### src/rtl/decoder.sv
// Registered binary-to-one-hot decoder with enable and out-of-range flag.
// Outputs reflect the inputs sampled at the previous rising edge of clk.
module decoder #(
    parameter int WIDTH = 8,
    localparam int SEL_W = (WIDTH > 1) ? $clog2(WIDTH) : 1
) (
    input  logic             clk,
    input  logic             rst,
    input  logic [SEL_W-1:0] in,
    input  logic             enable,
    output logic [WIDTH-1:0] out,
    output logic             valid,
    output logic             range_err
);

    // One bit wider than the select so WIDTH itself is representable (e.g. 256).
    localparam logic [SEL_W:0] LIMIT = WIDTH[SEL_W:0];

    logic [WIDTH-1:0] out_p1;
    logic             vld_p1;
    logic             err_p1;

    // Loop form keeps out-of-range selects (non-power-of-two WIDTH) all-zero.
    function automatic logic [WIDTH-1:0] onehot(input logic [SEL_W-1:0] sel);
        logic [WIDTH-1:0] oh;
        oh = '0;
        for (int i = 0; i < WIDTH; i++) begin
            oh[i] = (sel == i[SEL_W-1:0]);
        end
        return oh;
    endfunction

    function automatic logic in_range(input logic [SEL_W-1:0] sel);
        return ({1'b0, sel} < LIMIT);
    endfunction

    // Stage p0 -> p1: enable is tested before the select so an unknown select
    // while disabled never reaches the registers.
    always_ff @(posedge clk) begin
        if (rst) begin
            out_p1 <= '0;
            vld_p1 <= 1'b0;
            err_p1 <= 1'b0;
        end else if (!enable) begin
            out_p1 <= '0;
            vld_p1 <= 1'b0;
            err_p1 <= 1'b0;
        end else if (in_range(in)) begin
            out_p1 <= onehot(in);
            vld_p1 <= 1'b1;
            err_p1 <= 1'b0;
        end else begin
            out_p1 <= '0;
            vld_p1 <= 1'b0;
            err_p1 <= 1'b1;
        end
    end

    assign out       = out_p1;
    assign valid     = vld_p1;
    assign range_err = err_p1;

endmodule

### config.mk
export PLATFORM = sky130hd
export DESIGN_NAME = decoder
export DESIGN_NICKNAME = d
export VERILOG_FILES = /design/src/rtl/decoder.sv
export SDC_FILE = /design/constraint.sdc
export NUM_CORES = 1
export LEC_CHECK = 0
export CAP_MARGIN = 20
export CORE_AREA = 10 10 47 49
export DETAILED_ROUTE_END_ITERATION = 8
export DIE_AREA = 0 0 57 59
export GPL_ROUTABILITY_DRIVEN = 0
export PLACE_DENSITY_LB_ADDON = 0.1
export SETUP_SLACK_MARGIN = 0.15
export SLEW_MARGIN = 20
export SYNTH_ARGS = -nofsm -noshare
export SYNTH_HDL_FRONTEND = slang
export SYNTH_SLANG_ARGS = --single-unit
### constraint.sdc
create_clock -name clk -period 1.02 [get_ports clk]
set_clock_uncertainty 0.1 [all_clocks]
set_input_delay 0.204 -clock clk [delete_from_list [all_inputs] [get_ports clk]]
set_output_delay 0.204 -clock clk [all_outputs]
set_load 0.05 [all_outputs]
==> summary.md <==
| Metric | Value |
|---|---|
| Largest family of logic cells by synthesized area | simple AND/OR/NAND/NOR gates |
| Synth unique cells | 11 |
| Worst min-delay path class | in2reg |
| Vias | 225 |
| Post-Synth Adder-Cell Area | 0% |
| Max H-tree Level | 1 |
| Fin. max-slew vios | 0 |
| Routed met1 length | 264 um |
| Crit. End Element | output pin |
| Achievable Freq | 0.965 GHz |
| HPWL after DPL | 523 um |
| WP data arrival | 0.73 ns |
| DRC | 0 |
| Max rail drop VDD | 0.596 mV |
| Compound-Gate Fraction of Synth Area | 0% |
| 1st-iter DRT viols | 5 |
| Drt pass-1 iters | 4 |
| Grt total ovfl | 0 |
| Max_cap viols | 0 |
| Final Hold Viols | 0 |
| Final Setup Violations | 9 |
| CP top delay family | flip-flops |
| Initial Util | 19.3% |
| Final WL | 614 um |
| Max FO, Critical Path | 1 |
| Antenna Nets Post-Route | 0 |
| Crit path kind | reg2out |
| Num CTS Buffers | 3 |
| Num rows | 14 |
| Largest net degree at the start of global routing | 6 |
| RSZ-0062 raised after global routing | true |
| Ant. Diodes | 0 |
| Wire length on met3 | 46 um |
| Wire per inst | 10.4 um |
| Seq cells post-synth | 9 |
| Worst hold endpoint | valid |
| Area growth syn-to-layout | 102% |
| Die ar. | 3360 sq um |
| Non-filler instance count after layout | 59 |
| Leak | 0.222 nW |
| Metal2 WL | 285 um |
| Initial antenna violation count | 0 |
| Die X | 57 um |
| CP cell instances | buf_12 |
| Total power | 0.000741 W |
| Post-Synth XOR/XNOR Area | 0% |
| Dpl cells | 55 |
| Setup Buffers After CTS | 0 |
| Top Metal Used | met4 |
| Clk pin slew, worst setup/hold paths | 0.06 ns |
| Seq/Total Area, Yosys | 66.7% |
| Syn_nets | 31 |
| Input/output buffers | 14 |
| Post-synthesis simple-gate area fraction | 29.2% |
| Post-synthesis mux area share | 0% |
| Multi-input gate area | 82.6 sq um |
| Critical Path RT | 0.72 ns |
| Clock Sinks | 9 |
| Overall Global Routing Usage | 3.97% |
| Die Span Y | 59 um |
| WP buf/inv | 1 |
| Boundary Pins | 16 |
| Hold depth | 2 |
| First-pass GRT wire length | 1000 um |
| Synth warn | 0 |
| Core Box Area | 1400 sq um |
| Type of element launching the critical path | register |
| Setup ws final | -0.0163 ns |
| Register area | 191 sq um |
| Final Cycle Share | 102% |
| Most frequent cells in the layout | dfxtp_2 (9), buf_12 (9), nor2_1 (6) |
| CTS root buf | clkbuf_4 |
| Longest Clk Path Bufs | 2 |
| Layout cells sized above 1 | 60.5% |
| Net count, final | 50 |
| Power Dens Cells | 1360 nW/um^2 |
| Failing checks | setup timing |
| Number of fill cells in the layout | 151 |
| Hold path startpoint | rst |
| Mapped Cells | 25 |
| Area of the mapped netlist | 270 sq um |
| Mean Syn Cell Area | 10.8 sq um |
| DR vias/cell | 3.81 |
| CTS tree | yes |
| Vias in the first global route | 247 |
| Slowest cell on crit path | dfxtp_2 |
| Final Util | 38.9% |
| Status | complete, but fails checks |
| Largest stage delay, worst path | 0.34 ns |
| Minimum clock period | 1.04 ns |
[power breakdown]
group | internal [W] | total [W] | switching, W | leakage, nW
registers | 0.000360 | 0.000366 | 0.00000557 | 0.0773
logic | 0.0000471 | 0.000101 | 0.0000543 | 0.130
clock network | 0.000151 | 0.000274 | 0.000123 | 0.0150
total | 0.000558 | 0.000741 | 0.000183 | 0.222
[per-stage QoR]
step	TNS, ns	hold slack (ns)	setup WS (ns)	cell area [sq um]
after CTS	-0.216	0.00934	-0.0274	546
after detailed placement	-2.20	0.549	-0.396	532
after global placement	-2.16	0.548	-0.361	532
after global routing	-0.299	0.0329	-0.0404	546
final	-0.109	0.0181	-0.0163	546
after floorplan	0	0.166	0.154	282
[cells by family (layout without fill, tap and decap cells)]
group                  after synthesis  count (layout)
and+or+nand+nor                     14              14
DFF                                  9               9
other                                1               1
buffers and inverters                1              19
[cells in the mapped netlist]
cell type  number  share of area (%)
dfxtp_1         9                 67
nor2_1          6                8.3
nand2b_1        2                4.6
buf_4           1                2.8
conb_1          1                1.4
nand2_1         1                1.4
nand3b_1        1                2.8
nor2b_1         1                2.3
nor3_1          1                1.9
nor3_2          1                3.7
or3b_4          1                4.2
[routing by layer]
layer	global-route usage, %	vias up
met5	0	-
met4	4.03	0
met3	2.15	2
met2	6.05	13
met1	3.67	97
li1	-	113
[state kept, by name (all words and copies together) (netlist names)]
register and cells:
valid 1, out 8
[worst max path at each step]
stage / startpoint / to / slack, ns / cells after the start
2_1_floorplan: in[1] / out[0] / 0.15 / 2
3_3_place_gp: enable / out[5] / -0.36 / 3
3_5_place_dp: enable / out[0] / -0.40 / 3
4_1_cts: out[3] / out[3] / -0.03 / 1
5_1_grt: out[3] / out[3] / -0.04 / 1
6_report: out[3] / out[3] / -0.02 / 1
[cell type report]
type	instances	area share (%)
flip-flops and latches	9	35.1
well taps	16	3.67
multi-input cells	15	15.1
clock buffers	4	4.82
repair buffers	15	41.3
[what timing repair did]
action / in CTS / in global routing
hold buffers: 0 / 0
setup endpoints to repair: 17 / 10
hold endpoints to repair: 0 / 0
resized for setup: 12 / 0
pin swaps: 3 / 1
Power figures use the tool's default switching activity.
==> patch (config.mk and constraints unchanged) <==
`WIDTH`: 8 -> 16.
--- a/src/rtl/decoder.sv
+++ b/src/rtl/decoder.sv
@@ -3,3 +3,3 @@
 module decoder #(
-    parameter int WIDTH = 8,
+    parameter int WIDTH = 16,
     localparam int SEL_W = (WIDTH > 1) ? $clog2(WIDTH) : 1
Ports: changed (resized in and out); port bits go from 16 to 25. No check against the original RTL was run, so the function may have changed too.
==> patch against the unedited design <==
  * Sequential cell count up 8
  * Combinational power up 50%
  * Total power up 58%
  * Setup slack worse by 0.044 ns
  * The run still ends with setup timing left
  * Final area up 83%
  * Sequential share of layout area up 1.2 points
  * Via count up 80%
  * Routed wire length up 98%
  * Area after synthesis up 81%
==> patch: results (changes against the unedited design) <==
| Metric | Value |
|---|---|
| Fin nets | 83 (+66%) |
| Met2 wire length | 612 µm (+110%) |
| IO Port Bufs | 23 (+9) |
| Failing checks | setup timing |
| Crit-path max cell delay | 0.36 ns (+0.02 ns) |
| Setup crit start | valid$_SDFF_PP0_ |
| Psw | 0.274 mW (+50%) |
| Synth cell count leaders | dfxtp_1, nor2_1, nor3_1 |
| Area contributors post-synth | dfxtp_1, nor2_1, nand4bb_1, nor3_1, or4b_4 |
| Final setup violation count | 17 (+8) |
| All-Layer GR Usage | 7.95% (+4.0 points) |
| DRT iter0 DRCs | 1 (-4) |
| Register area share after synthesis | 69.6% (+2.9 points) |
| Worst setup endpoint | valid |
| Worst setup margin | -0.0604 ns (-0.0441 ns) |
| Status | finished with violations |
| Routed vias | 406 (+80%) |
| Peak VDD IR | 0.783 mV (+31%) |
| DP Area | 967 µm² (+82%) |
| Vias in the first global route | 460 (+86%) |
| WL/cell | 13.4 µm (+29%) |
| Hpwl dp | 1.07 mm (+100%) |
| Met3 usage | 4.51% (+2.4 points) |
| Largest net degree at the start of global routing | 10 (+4) |
| Yosys cell types | 12 (+1) |
| Initial DRT Pass Iterations | 2 (-2) |
| Global-route wire length before repair | 2.05 mm (+100%) |
patch: changes by cell type in the layout (fill, tap and decap cells not counted), sizes merged, moves of 2 or more:
cell	before	now
nand4bb	0	2
buf	12	27
nor2	6	12
dfxtp	9	17
nor3	2	4
patch: kinds of logic (layout without fill, tap and decap cells):
logic type	after synthesis	count (layout)	synth area share, %
buffers and inverters	1	33	1.54
other	1	1	0.767
AND/OR/NAND/NOR	24	24	28.1
flip-flops	17	17	69.6
patch: power by group through the flow:
| stage | combinational, mW | sequential (mW) | clock, mW |
|---|---|---|---|
| after floorplan | 0.0319 | 0.721 | 0 |
| after global placement | 0.149 | 0.695 | 0 |
| after detailed placement | 0.152 | 0.696 | 0 |
| after CTS | 0.149 | 0.680 | 0.352 |
| after global routing | 0.159 | 0.681 | 0.380 |
| final | 0.151 | 0.680 | 0.341 |
patch: final cells by class:
cell class              instances  area (µm²)  share of cell area, %
repair buffers                 29         435                   43.7
flip-flops and latches         17         362                   36.3
multi-input cells              25         154                   15.4
clock buffers                   4        26.3                   2.63
well taps                      16        20.0                   2.01
patch: stage by stage:
stage	utilization [%]	cells	hold WS (ns)	TNS (ns)	setup WS, ns
global placement	69.0	87	0.547	-5.75	-0.440
finish	71.2	91	0.0663	-0.797	-0.0604
floorplan	-	43	0.168	0	0.00768
global route	71.2	91	0.0566	-1.34	-0.0915
CTS	70.5	91	0.0641	-0.981	-0.0698
detailed placement	69.0	87	0.548	-6.23	-0.475
patch: how the worst min path moves through the flow:
stage               cells past startpoint  slack (ns)               end
floorplan                               1        0.17  valid$_SDFF_PP0_
global placement                        1        0.55             valid
detailed placement                      1        0.55            out[6]
CTS                                     3        0.06  valid$_SDFF_PP0_
global route                            3        0.06  valid$_SDFF_PP0_
finish                                  3        0.07  valid$_SDFF_PP0_
